<file path="src/rtl/neur_event_aer_tx_if.sv">
// AER output bus: the transmitter drives REQ/ADDR and the off-chip receiver returns ACK.
interface neur_event_aer_tx_if #(
  parameter int M = 8
);
  logic         AEROUT_REQ;
  logic [M-1:0] AEROUT_ADDR;
  logic         AEROUT_ACK;

  modport master (output AEROUT_REQ, output AEROUT_ADDR, input AEROUT_ACK);
  modport slave  (input AEROUT_REQ, input AEROUT_ADDR, output AEROUT_ACK);
endinterface

</file>
<file path="src/rtl/neur_event_aer_tx.sv">
// Spike event capture FIFO feeding a four-phase AER transmitter; bursts expand into
// repeated transactions on one address, and overflow is counted rather than stalling the core.
module neur_event_aer_tx #(
  parameter int M       = 8,
  parameter int FIFO_AW = 3
) (
  input  logic                  CLK,
  input  logic                  RST_sync,
  input  logic                  SPI_GATE_ACTIVITY_sync,
  input  logic                  CTRL_NEURMEM_CS,
  input  logic                  CTRL_NEURMEM_WE,
  input  logic [M-1:0]          CTRL_NEURMEM_ADDR,
  input  logic [6:0]            NEUR_EVENT_OUT,
  neur_event_aer_tx_if.master   aer,
  output logic                  EVT_FIFO_EMPTY,
  output logic                  EVT_OVERFLOW,
  output logic [7:0]            EVT_DROP_CNT
);
  localparam int DEPTH = 1 << FIFO_AW;
  localparam int E_W   = M + 3;
  localparam logic [FIFO_AW:0]   CNT_ONE  = (FIFO_AW+1)'(1);
  localparam logic [FIFO_AW:0]   CNT_FULL = (FIFO_AW+1)'(DEPTH);
  localparam logic [FIFO_AW-1:0] PTR_ONE  = FIFO_AW'(1);

  typedef enum logic [1:0] {S_IDLE, S_REQ, S_ACKLOW} state_e;

  state_e             state_q;
  logic [E_W-1:0]     mem_q [DEPTH];
  logic [FIFO_AW-1:0] wr_ptr_q, rd_ptr_q;
  logic [FIFO_AW:0]   cnt_q, cnt_d;
  logic [M-1:0]       tx_addr_q;
  logic [2:0]         rem_q;
  logic               req_q;
  logic               ack_meta_q, ack_s_q;
  logic               ovf_q;
  logic [7:0]         drop_cnt_q;

  logic           capture, full, push, pop, drop;
  logic [E_W-1:0] entry, head;
  logic           unused_evt_bits;

  assign unused_evt_bits = ^NEUR_EVENT_OUT[5:3];

  assign capture = CTRL_NEURMEM_CS & CTRL_NEURMEM_WE & NEUR_EVENT_OUT[6] & ~SPI_GATE_ACTIVITY_sync;
  assign entry   = {CTRL_NEURMEM_ADDR, NEUR_EVENT_OUT[2:0]};
  // Full uses the registered count so a same-cycle pop never rescues a capture into a full FIFO.
  assign full    = (cnt_q == CNT_FULL);
  assign push    = capture & ~full;
  assign drop    = capture & full;
  assign pop     = (state_q == S_IDLE) && (cnt_q != '0);
  assign head    = mem_q[rd_ptr_q];

  always_comb begin
    cnt_d = cnt_q;
    case ({push, pop})
      2'b10:   cnt_d = cnt_q + CNT_ONE;
      2'b01:   cnt_d = cnt_q - CNT_ONE;
      default: cnt_d = cnt_q;
    endcase
  end

  always_ff @(posedge CLK) begin
    if (push) mem_q[wr_ptr_q] <= entry;
  end

  always_ff @(posedge CLK) begin
    if (RST_sync) begin
      wr_ptr_q   <= '0;
      rd_ptr_q   <= '0;
      cnt_q      <= '0;
      ovf_q      <= 1'b0;
      drop_cnt_q <= '0;
      ack_meta_q <= 1'b0;
      ack_s_q    <= 1'b0;
    end else begin
      if (push) wr_ptr_q <= wr_ptr_q + PTR_ONE;
      if (pop)  rd_ptr_q <= rd_ptr_q + PTR_ONE;
      cnt_q      <= cnt_d;
      ack_meta_q <= aer.AEROUT_ACK;
      ack_s_q    <= ack_meta_q;
      if (drop) begin
        ovf_q <= 1'b1;
        if (drop_cnt_q != 8'hFF) drop_cnt_q <= drop_cnt_q + 8'd1;
      end
    end
  end

  // TX FSM: one entry expands into 1 + burst handshakes on the same address.
  always_ff @(posedge CLK) begin
    if (RST_sync) begin
      state_q   <= S_IDLE;
      req_q     <= 1'b0;
      tx_addr_q <= '0;
      rem_q     <= '0;
    end else begin
      case (state_q)
        S_IDLE: if (pop) begin
          tx_addr_q <= head[E_W-1:3];
          rem_q     <= head[2:0];
          req_q     <= 1'b1;
          state_q   <= S_REQ;
        end
        S_REQ: if (ack_s_q) begin
          req_q   <= 1'b0;
          state_q <= S_ACKLOW;
        end
        S_ACKLOW: if (!ack_s_q) begin
          if (rem_q != 3'd0) begin
            rem_q   <= rem_q - 3'd1;
            req_q   <= 1'b1;
            state_q <= S_REQ;
          end else begin
            state_q <= S_IDLE;
          end
        end
        default: begin
          req_q   <= 1'b0;
          state_q <= S_IDLE;
        end
      endcase
    end
  end

  assign aer.AEROUT_REQ  = req_q;
  assign aer.AEROUT_ADDR = tx_addr_q;
  assign EVT_FIFO_EMPTY  = (cnt_q == '0);
  assign EVT_OVERFLOW    = ovf_q;
  assign EVT_DROP_CNT    = drop_cnt_q;
endmodule

</file>
<file path="src/flat_wrapper.sv">
// flat-port wrapper written by rule: the top's interface ports become plain ports
module neur_event_aer_tx_flat 
#(
  parameter int M       = 8,
  parameter int FIFO_AW = 3
)
  (CLK, RST_sync, SPI_GATE_ACTIVITY_sync, CTRL_NEURMEM_CS, CTRL_NEURMEM_WE, CTRL_NEURMEM_ADDR, NEUR_EVENT_OUT, EVT_FIFO_EMPTY, EVT_OVERFLOW, EVT_DROP_CNT, aer_AEROUT_REQ, aer_AEROUT_ADDR, aer_AEROUT_ACK);
  neur_event_aer_tx_if #(.M(M)) aer_i ();
  input  logic CLK;
  input  logic RST_sync;
  input  logic SPI_GATE_ACTIVITY_sync;
  input  logic CTRL_NEURMEM_CS;
  input  logic CTRL_NEURMEM_WE;
  input  logic [M-1:0] CTRL_NEURMEM_ADDR;
  input  logic [6:0] NEUR_EVENT_OUT;
  output logic EVT_FIFO_EMPTY;
  output logic EVT_OVERFLOW;
  output logic [7:0] EVT_DROP_CNT;
  output wire logic [$bits(aer_i.AEROUT_REQ)-1:0] aer_AEROUT_REQ;
  output wire logic [$bits(aer_i.AEROUT_ADDR)-1:0] aer_AEROUT_ADDR;
  input wire logic [$bits(aer_i.AEROUT_ACK)-1:0] aer_AEROUT_ACK;
  assign aer_AEROUT_REQ = aer_i.AEROUT_REQ;
  assign aer_AEROUT_ADDR = aer_i.AEROUT_ADDR;
  assign aer_i.AEROUT_ACK = aer_AEROUT_ACK;
  neur_event_aer_tx #(.M(M), .FIFO_AW(FIFO_AW)) u_core (.CLK(CLK), .RST_sync(RST_sync), .SPI_GATE_ACTIVITY_sync(SPI_GATE_ACTIVITY_sync), .CTRL_NEURMEM_CS(CTRL_NEURMEM_CS), .CTRL_NEURMEM_WE(CTRL_NEURMEM_WE), .CTRL_NEURMEM_ADDR(CTRL_NEURMEM_ADDR), .NEUR_EVENT_OUT(NEUR_EVENT_OUT), .aer(aer_i), .EVT_FIFO_EMPTY(EVT_FIFO_EMPTY), .EVT_OVERFLOW(EVT_OVERFLOW), .EVT_DROP_CNT(EVT_DROP_CNT));
endmodule
</file>
<file path="config.mk">
export PLATFORM = sky130hd
export DESIGN_NAME = neur_event_aer_tx_flat
export DESIGN_NICKNAME = d
export VERILOG_FILES = /design/src/rtl/neur_event_aer_tx_if.sv /design/src/rtl/neur_event_aer_tx.sv /design/src/flat_wrapper.sv
export SDC_FILE = /design/constraint.sdc
export NUM_CORES = 1
export LEC_CHECK = 0
export BUFFER_PORTS_ARGS = -buffer_cell sky130_fd_sc_hd__buf_2
export CORE_UTILIZATION = 40
export DETAILED_ROUTE_END_ITERATION = 16
export PLACE_DENSITY = 0.54
export SLEW_MARGIN = 20
export SYNTH_ARGS = -nofsm -noshare
export SYNTH_HDL_FRONTEND = slang
export SYNTH_SLANG_ARGS = --single-unit
</file>
<file path="constraint.sdc">
create_clock -name CLK -period 3.5 [get_ports CLK]
set_input_delay 0.525 -clock CLK [delete_from_list [all_inputs] [get_ports CLK]]
set_output_delay 0.525 -clock CLK [all_outputs]
set_load 0.02 [all_outputs]
</file>
==> results.md, run 1 <==
- CP Launch Type: flop
- Layout cells sized above 1: between 20% and 30%
- Post-synth EDFFs: 88
- TNS Setup: 0 ns
- Net count after synthesis: 360
- Count leader, synth: edfxtp_1
- CP peak stage delay: between 0.6 and 0.7 ns
- Final period util: 82.35%
- H-Tree Depth: 4
- Post-synthesis average cell area: 15.23 um2
- Dpl ws: around 0.6 ns
- Worst EP arrival: between 3 and 4 ns
- Area growth syn-to-layout: 20.60%
- RD Place Congestion: approximately 0.68
- Ys flop type: edfxtp_1
- Detailed Routing Iterations Pass 1: 4
- Worst-path maximum fanout: 6
- Final Setup Violations: 0
- Initial antenna violation count: 0
- Total Wirelength: around 10 mm
- Share of the synthesized area in the top cell type: 52.42%
- Max Slew Vio Count: 0
- I/O Pins: 40
- Worst Max-Slew Pin Slew: approximately 0.8 ns
- Req. time, crit path: approximately 3.8 ns
- Commonest cells post-synth: edfxtp_1, dfxtp_1, nor2_1
- Overall Global Routing Usage: between 10% and 20%
- Resized Gates After CTS: 0
- CORE AREA: between 10,000 and 15,000 um2
- RR Startpoint: u_core.cnt_q[0]
- Power per Cell Area: 791.8 nW/um2
- Max-capacitance violation count: 0
- R2R setup slack: 0.62 ns
- I/O Buffers: 36
- Hold Path Sink: u_core.ack_meta_q
- Diode count: 0
- Seq/Total Area, Yosys: 67.51%
- Crit path max-delay cell type: or4_1
- Sequential cell area: between 3000 and 4000 um2
- RSZ-0062 raised after global routing: no
- Die area: 13,060 um2
- Final hold viol count: 0
- Distinct cells, synth: 48
- Setup ws final: 0.6178 ns
- First-pass GRT wire length: 15.82 mm
- Vias post-DR: around 2.9k
- HP Class: in2reg
- GR Overflow Total: 0
- Final Util: between 40% and 50%
- DP Wirelength: just under 6 mm
- Yosys warns: 0
- Clk pin slew, worst setup/hold paths: approximately 0.060 ns
- CTS tree: yes
- Leading area contributor after synthesis: edfxtp_1
- Critical Path, Cell by Cell: or4_1 -> nand2_1 -> inv_1 -> ha_1 -> or3_1 -> o32ai_1 -> mux2_2
- Comb power frac: between 20% and 30%
- Post-synthesis register bit count: ~130
- Largest net degree at the start of global routing: between 40 and 50
- Vias in the first global route: around 3k
- CTS Buffer Depth: 2
- Via density: approximately 5.1
- DRC violations left: 0
- 1st-iter DRT viols: ~180
- Mapped cell area: about 5000 um2
- Hold-fix buffers, CTS: 0
- Crit end category: flop
- Synth Instances: between 300 and 400
- R2r worst-path depth: 7
- Leak: 2.119 nW
- CTS root buffer: clkbuf_16
- Slew margin rel.: between 40% and 50%
- Clk network pwr share: around 37%
- Hold Crit Depth: 2
- Reg power frac: between 30% and 40%
- Wire per inst: approximately 17 um
- Initial Util: between 40 and 50%
- Synth top area cells: edfxtp_1, dfxtp_1, mux4_2
- Rows: 40
- Internal: 3.425 mW
- Multi-input logic area: 1562 um2
- R2r endpoint: u_core.cnt_q[3]
- Die Height: between 100 and 150 um
- Min Tclk post-route: just under 3 ns
- Worst setup path category: reg2reg
- Asr flop ratio synth: 0%
- Hold Path Origin: aer_AEROUT_ACK
- CTS Sinks: about 130
- Skew-Pair Late Insertion Delay: around 0.41 ns
- Status: finished, final reports clean
- Number of CTS-inserted buffers: 17
- Max IR drop VDD: between 400 and 500 uV
- Final nets: about 410
- Clock skew: 0.004788 ns
- Layout fillers: between 1k and 1.5k
- Fmax: 347.0 MHz
- # Post-CTS Setup Buffers: 0
- Antenna-violating nets left: 0
- Psw: about 1.4 mW
- Die width: around 110 um
- Sw Share: between 20% and 30%
[how the worst max path moves through the flow]
| stage | start | endpoint | slack (ns) |
|---|---|---|---|
| after floorplan | SPI_GATE_ACTIVITY_sync | u_core.mem_q[0][0] | 0.65 |
| after global placement | u_core.cnt_q[0] | u_core.cnt_q[3] | 0.64 |
| after detailed placement | u_core.cnt_q[0] | u_core.cnt_q[3] | 0.59 |
| after CTS | u_core.cnt_q[0] | u_core.cnt_q[3] | 0.58 |
| after global routing | u_core.cnt_q[0] | u_core.cnt_q[2] | 0.42 |
| final | u_core.cnt_q[0] | u_core.cnt_q[3] | 0.62 |
[critical path, delay by kind of cell, from the launching register on]
kind,cells,cell delay (ns)
AND/OR/NAND/NOR,3,1.28
flip-flops,1,0.36
AO/OA/AOI/OAI,1,0.15
multiplexers,1,0.36
adder cells (fa/ha/maj),1,0.43
buffers and inverters,1,0.19
[cells in the final DEF (no fill, tap or decap), drive strengths merged, types with 4 or more instances in the layout]
master and n:
xor2 5, bufinv 4, mux2 5, buf 48
dfxtp 38, nor2b 12, nand3 6, nand2 10
clkbuf 18, mux4 22, nor2 32, a31oi 4
nand2b 6, inv 10, a21oi 11, nor3 16
edfxtp 88, ha 8, o22ai 8, clkinv 7
[cells by family after synthesis]
logic type	after synthesis	synth area share, %
DFF	126	67.51
xor gates and xnor gates	8	1.390
AOI/OAI and AO/OA	36	5.212
and+or+nand+nor	100	10.33
muxes	30	11.54
buffers and inverters	23	2.035
adders and majority gates	8	1.986
[power groups by stage]
stage | clock (mW) | combinational, mW | sequential (mW)
floorplan | 0 | 0.898 | 1.86
global placement | 0 | 1.22 | 1.82
detailed placement | 0 | 1.24 | 1.83
CTS | 1.81 | 1.25 | 1.80
global route | 1.89 | 1.39 | 1.82
finish | 1.78 | 1.24 | 1.80
[cell type report]
class                   instances  share of cell area [%]
inverters                       9                  0.5557
clock buffers                  18                   7.059
clock inverters                13                   2.820
multi-input cells             182                   25.68
flip-flops and latches        126                   55.98
well taps                     168                   3.458
repair buffers                 48                   4.445
[per-stage QoR]
stage	std cells	cell area (um2)	power, mW	hold slack (ns)
after floorplan	331	5041	2.760	0.4138
after global placement	533	5479	3.046	0.4349
after detailed placement	533	5479	3.068	0.4265
after CTS	564	6080	4.861	0.3135
after global routing	564	6080	5.097	0.3384
final	564	6080	4.814	0.3280
[state kept, by name (all words and copies together), names as in the netlist, named ones only]
| register | count |
|---|---|
| u_core.EVT_OVERFLOW | 1 |
| u_core.ack_meta_q | 1 |
| u_core.rem_q | 3 |
| u_core.state_q | 2 |
| u_core.wr_ptr_q | 3 |
| u_core.cnt_q | 4 |
| u_core.aer.AEROUT_ADDR | 8 |
| u_core.EVT_DROP_CNT | 8 |
| u_core.mem_q | 88 |
| u_core.rd_ptr_q | 3 |
| u_core.aer.AEROUT_REQ | 1 |
| u_core.ack_s_q | 1 |
[layer usage]
metal	up-vias	share of wire [%]	GRT usage, %
met3	9	5.0	5.770
met1	1408	43	20.31
met4	0	1.3	7.273
li1	1370	-	-
met5	-	0	0
met2	75	51	28.89
(Power assumes the default switching activity.)
==> run 2, diff against run 1 <==
--- a/config.mk
+++ b/config.mk
@@ -8,7 +8,7 @@
 export BUFFER_PORTS_ARGS = -buffer_cell sky130_fd_sc_hd__buf_2
 export CORE_UTILIZATION = 40
 export DETAILED_ROUTE_END_ITERATION = 16
-export PLACE_DENSITY = 0.54
+export PLACE_DENSITY = 0.56
 export SLEW_MARGIN = 20
 export SYNTH_ARGS = -nofsm -noshare
 export SYNTH_HDL_FRONTEND = slang
==> constraint.sdc (replaced) <==
create_clock -name CLK -period 2.34 [get_ports CLK]
set_input_delay 0.351 -clock CLK [delete_from_list [all_inputs] [get_ports CLK]]
set_output_delay 0.351 -clock CLK [all_outputs]
set_load 0.02 [all_outputs]
==> results.md, run 2 (same netlist as run 1, synthesis figures left out) <==
- Die area: approximately 13,000 um2
- Max IR drop VDD: just under 800 uV
- RSZ-0062 raised after global routing: yes
- CP delay by family, top: simple AND/OR/NAND/NOR gates
- Commonest non-fill, non-tap cell in the layout: edfxtp_1
- Die Height: 114.3 um
- Wire per inst: between 15 and 20 um
- Wl on met1: 4.346 mm
- Post-Layout Cell Count: between 500 and 600
- Critical Path, Cell by Cell: or4b_4 -> nor2b_4 -> inv_4 -> ha_4 -> or3_1 -> o32ai_2 -> mux2_2
- Status: finished, final reports clean
- Clock skew: approximately 0.0087 ns
- Final Setup Violations: 0
- I/O Pins: 40
- CP peak stage delay: 0.53 ns
- Die width: between 100 and 150 um
- Overall Global Routing Usage: 17.21%
- Resized Gates After CTS: 0
- CP Launch Type: flop
- Worst Max-Slew Pin Slew: between 0.5 and 0.6 ns
- Diode count: 0
- Routed met3 length: just over 400 um
- 1st-iter DRT viols: about 150
- Rows: 40
- Crit end category: flop
- Vias post-DR: 2,959
- # Post-CTS Setup Buffers: 0
- Total Wirelength: slightly above 10 mm
- I/O Buffers: 36
- CTS Sinks: 126
- Fmax: roughly 440 MHz
- CTS root buffer: clkbuf_16
- Final hold viol count: 0
- Setup ws final: 0.07536 ns
- Largest net degree at the start of global routing: 32
- RD Place Congestion: 0.7131
- DP Wirelength: 6.369 mm
- Leak: approximately 2.2 nW
- Clk pin slew, worst setup/hold paths: ~0.06 ns
- CORE AREA: 12,160 um2
- Area growth syn-to-layout: 24.35%
- Max reg flops: slightly below 90
- Min Tclk post-route: 2.265 ns
- Dpl ws: around 0.067 ns
- Placed Cells: roughly 550
- HP Class: in2reg
- First-pass GRT wire length: ~16 mm
- Final nets: 429
- Detailed Routing Iterations Pass 1: 4
- CTS tree: yes
- TNS Setup: 0 ns
- Most frequent cells in the layout: edfxtp_1, dfxtp_1, buf_2
- Layout cells sized above 1: 34.38%
- Via density: between 5 and 6
- Slew margin rel.: 63.68%
- Worst EP arrival: between 2 and 3 ns
- Worst setup path category: reg2reg
- Max Slew Vio Count: 0
- H-Tree Depth: 4
- Number of CTS-inserted buffers: 17
- Worst-path maximum fanout: 3
- Max-capacitance violation count: 0
- Req. time, crit path: roughly 2.6 ns
- Dpl cell area: between 5000 and 6000 um2
- Post-route design area: 6269 um2
- Skew-Pair Late Insertion Delay: around 0.42 ns
- Initial Util: 41.45%
- Top Layer Used: met4
- Antenna-violating nets left: 0
- Hold-fix buffers, CTS: 0
- Initial antenna violation count: 0
- Crit path max-delay cell type: or4b_4
- Crit path buf inv count: 1
- CTS Buffer Depth: 2
- GR Overflow Total: 0
- DRC violations left: 0
- Met2 wire length: 5.198 mm
- Power per Cell Area: 1194 nW/um2
- Vias in the first global route: ~3k
- Biggest register: u_core.mem_q
- Final period util: a little over nine tenths
## run 2: per-stage QoR
stage | total power [mW] | hold slack [ns] | util [%]
final | 7.487 | 0.1564 | 51.54
after global routing | 7.890 | 0.1412 | 51.54
after CTS | 7.517 | 0.1442 | 51.39
after detailed placement | 4.883 | 0.4434 | 46.52
after global placement | 4.844 | 0.4303 | 46.52
after floorplan | 4.257 | 0.4138 | -
## run 2: layer usage
metal / track usage, % / vias up
met1: 20.53 / 1476
met2: 28.32 / 64
met3: 5.664 / 16
li1: - / 1403
met4: 7.965 / 0
met5: 0 / -
## run 2: report_power, final
part	switching (mW)	internal, mW	total, mW
Combinational	1.14	1.06	2.20
Sequential	0.120	2.56	2.68
Clock	0.917	1.69	2.61
Total	2.17	5.31	7.49
## run 2: cell type report
class	count	area, um2
Fill cell	1029	5893
Sequential cell	126	3406
Multi-Input combinational cell	182	1622
Clock buffer	21	450.4
Timing Repair Buffer	64	402.9
Tap cell	168	210.2
Clock inverter	11	141.4
Inverter	9	36.28
## run 2: path summary, 6_finish.rpt
check	startpoint	to	slack, ns	cells past startpoint
worst max-delay path	u_core.cnt_q[0]	u_core.cnt_q[3]	0.08	7
worst min-delay path	aer_AEROUT_ACK	u_core.ack_meta_q	0.16	2
worst max register to register	u_core.cnt_q[0]	u_core.cnt_q[3]	0.08	7
worst min register to register	u_core.ack_meta_q	u_core.ack_s_q	0.46	1
==> run 3, diff against run 2 <==
--- a/config.mk
+++ b/config.mk
@@ -8,7 +8,7 @@
 export BUFFER_PORTS_ARGS = -buffer_cell sky130_fd_sc_hd__buf_2
 export CORE_UTILIZATION = 40
 export DETAILED_ROUTE_END_ITERATION = 16
-export PLACE_DENSITY = 0.56
+export PLACE_DENSITY = 0.54
 export SLEW_MARGIN = 20
 export SYNTH_ARGS = -nofsm -noshare
 export SYNTH_HDL_FRONTEND = slang
==> constraint.sdc (replaced) <==
create_clock -name CLK -period 2.3 [get_ports CLK]
set_input_delay 0.345 -clock CLK [delete_from_list [all_inputs] [get_ports CLK]]
set_output_delay 0.345 -clock CLK [all_outputs]
set_load 0.02 [all_outputs]
==> results.md, run 3 (same netlist as run 1, synthesis figures left out) <==
- Status: finished, final reports clean
- Setup ws final: approximately 0.060 ns
- R2R setup slack: about 0.06 ns
- Skew-Pair Late Insertion Delay: a little over 0.4 ns
- Fmax: between 400 and 500 MHz
- Worst Max-Slew Pin Slew: about 0.56 ns
- CTS tree: yes
- Hold Crit Depth: 2
- Post-route design area: roughly 6300 um2
- Clk pin slew, worst setup/hold paths: about 0.050 ns
- Commonest non-fill, non-tap cell in the layout: edfxtp_1
- DP Wirelength: 6.217 mm
- CTS Buffer Depth: 2
- CP Launch Type: flop
- GR Overflow Total: 0
- Die width: 114.3 um
- Crit path buf inv count: 1
- Slew margin rel.: a little over three fifths
- Hold Path Origin: aer_AEROUT_ACK
- Total Wirelength: approximately 10 mm
- Layout fillers: 1,038
- Vias in the first global route: 2,942
- CTS root buffer: clkbuf_16
- First-pass GRT wire length: 15.94 mm
- Max Slew Vio Count: 0
- Die area: about 13,000 um2
- Rows: 40
- Largest net degree at the start of global routing: 31
- Worst setup path category: reg2reg
- 1st-iter DRT viols: between 100 and 150
- RD Place Congestion: roughly 0.72
- Wire per inst: around 17 um
- I/O Pins: 40
- Antenna-violating nets left: 0
- Diode count: 0
- Worst-path maximum fanout: 3
- HP Class: in2reg
- CP delay by family, top: simple AND/OR/NAND/NOR gates
- Max-capacitance violation count: 0
- Die Height: between 100 and 150 um
- Req. time, crit path: about 2.6 ns
- Initial antenna violation count: 0
- Most frequent cells in the layout: edfxtp_1, dfxtp_1, buf_2
- RSZ-0062 raised after global routing: yes
- Layout cells sized above 1: 34.69%
- CP peak stage delay: approximately 0.53 ns
- Crit path max-delay cell type: or4b_4
- Post-Layout Cell Count: 586
- Max reg flops: just under 90
- Final nets: approximately 430
- Leak: about 2.2 nW
- Hold Path Sink: u_core.ack_meta_q
- Detailed Routing Iterations Pass 1: 4
- Critical Path, Cell by Cell: or4b_4 -> nor2b_4 -> inv_4 -> ha_4 -> xor2_1 -> ha_2 -> a21oi_2 -> xor2_1 -> or3_1 -> a21oi_1
- Hold-fix buffers, CTS: 0
- Final period util: 97.39%
- Overall Global Routing Usage: between 10% and 20%
- Number of CTS-inserted buffers: 17
- I/O Buffers: 36
- R2r worst-path depth: 10
- H-Tree Depth: 4
- R2r endpoint: u_core.cnt_q[2]
- Crit end category: flop
- CTS Sinks: ~130
- Vias post-DR: approximately 3k
- Area growth syn-to-layout: 24.25%
- Min Tclk post-route: 2.240 ns
- Dpl cell area: between 5000 and 6000 um2
- Initial Util: between 40% and 50%
- Top cell by count, worst path: xor2_1
- RR Startpoint: u_core.cnt_q[0]
- Power per Cell Area: between 1000 and 1500 nW/um2
- CORE AREA: ~12,000 um2
- Dpl ws: around 0.0030 ns
- Biggest register: u_core.mem_q
- Via density: 5.053
- Worst EP arrival: 2.58 ns
- Final hold viol count: 0
- DRC violations left: 0
- Placed Cells: 551
- TNS Setup: 0 ns
- Max IR drop VDD: a little under 900 uV
- Final Setup Violations: 0
- Clock skew: between 0.007 and 0.008 ns
[run 3: cell types whose count changed in the layout (fill, tap and decap cells not counted), sizes merged]
cell      change
buf           +5
bufinv        -1
clkbuf        -2
clkinvlp      +3
[run 3: worst max-delay path by stage]
stage	cells after the start	end	from
floorplan	9	u_core.cnt_q[3]	u_core.cnt_q[0]
global placement	7	u_core.cnt_q[3]	u_core.cnt_q[3]
global route	8	u_core.cnt_q[3]	u_core.cnt_q[3]
finish	10	u_core.cnt_q[2]	u_core.cnt_q[0]
CTS	7	u_core.cnt_q[3]	u_core.cnt_q[0]
detailed placement	7	u_core.cnt_q[3]	u_core.cnt_q[3]
[run 3: worst reg2reg max path: stages, from the launching register on]
cell and delay [ns]:
dfxtp_2 0.33, or4b_4 0.53, nor2b_4 0.15, inv_4 0.08
ha_4 0.15, xor2_1 0.15, ha_2 0.19, a21oi_2 0.03
xor2_1 0.14, or3_1 0.30, a21oi_1 0.12
[run 3: layout make-up]
type	instances	area, um2	area share, %
repair buffers	69	440.4	7.032
flip-flops and latches	126	3406	54.37
multi-input cells	182	1614	25.77
well taps	168	210.2	3.356
clock inverters	13	123.9	1.978
inverters	9	36.28	0.5793
clock buffers	19	432.9	6.912
[run 3: what timing repair did]
| action | CTS | global route |
|---|---|---|
| pin swaps | 0 | 3 |
| setup endpoints to repair | 1 | 2 |
| buffers inserted | 0 | 3 |
| gates resized for setup | 1 | 1 |
[run 3: power by group]
part / internal [mW] / total [mW] / switching [mW]
Combinational: 1.12 / 2.27 / 1.15
Sequential: 2.61 / 2.73 / 0.122
Clock: 1.57 / 2.50 / 0.930
[run 3: per-stage QoR]
stage	power (mW)	hold slack (ns)	util (%)
2_1_floorplan	4.332	0.4138	-
3_3_place_gp	4.959	0.4338	46.65
3_5_place_dp	4.986	0.4397	46.65
4_1_cts	7.513	0.1370	51.26
5_1_grt	7.947	0.1310	51.50
6_report	7.499	0.1499	51.50
[run 3: routing by layer]
layer  share of wire, %  up-vias  track usage [%]  wire length, um
met4                1.2        0            6.494              118
met5                  0        -                0                0
met3                3.5       11            5.558              354
met1                 46     1486            21.39             4627
met2                 49       54            27.92             4949
li1                   -     1410                -                -
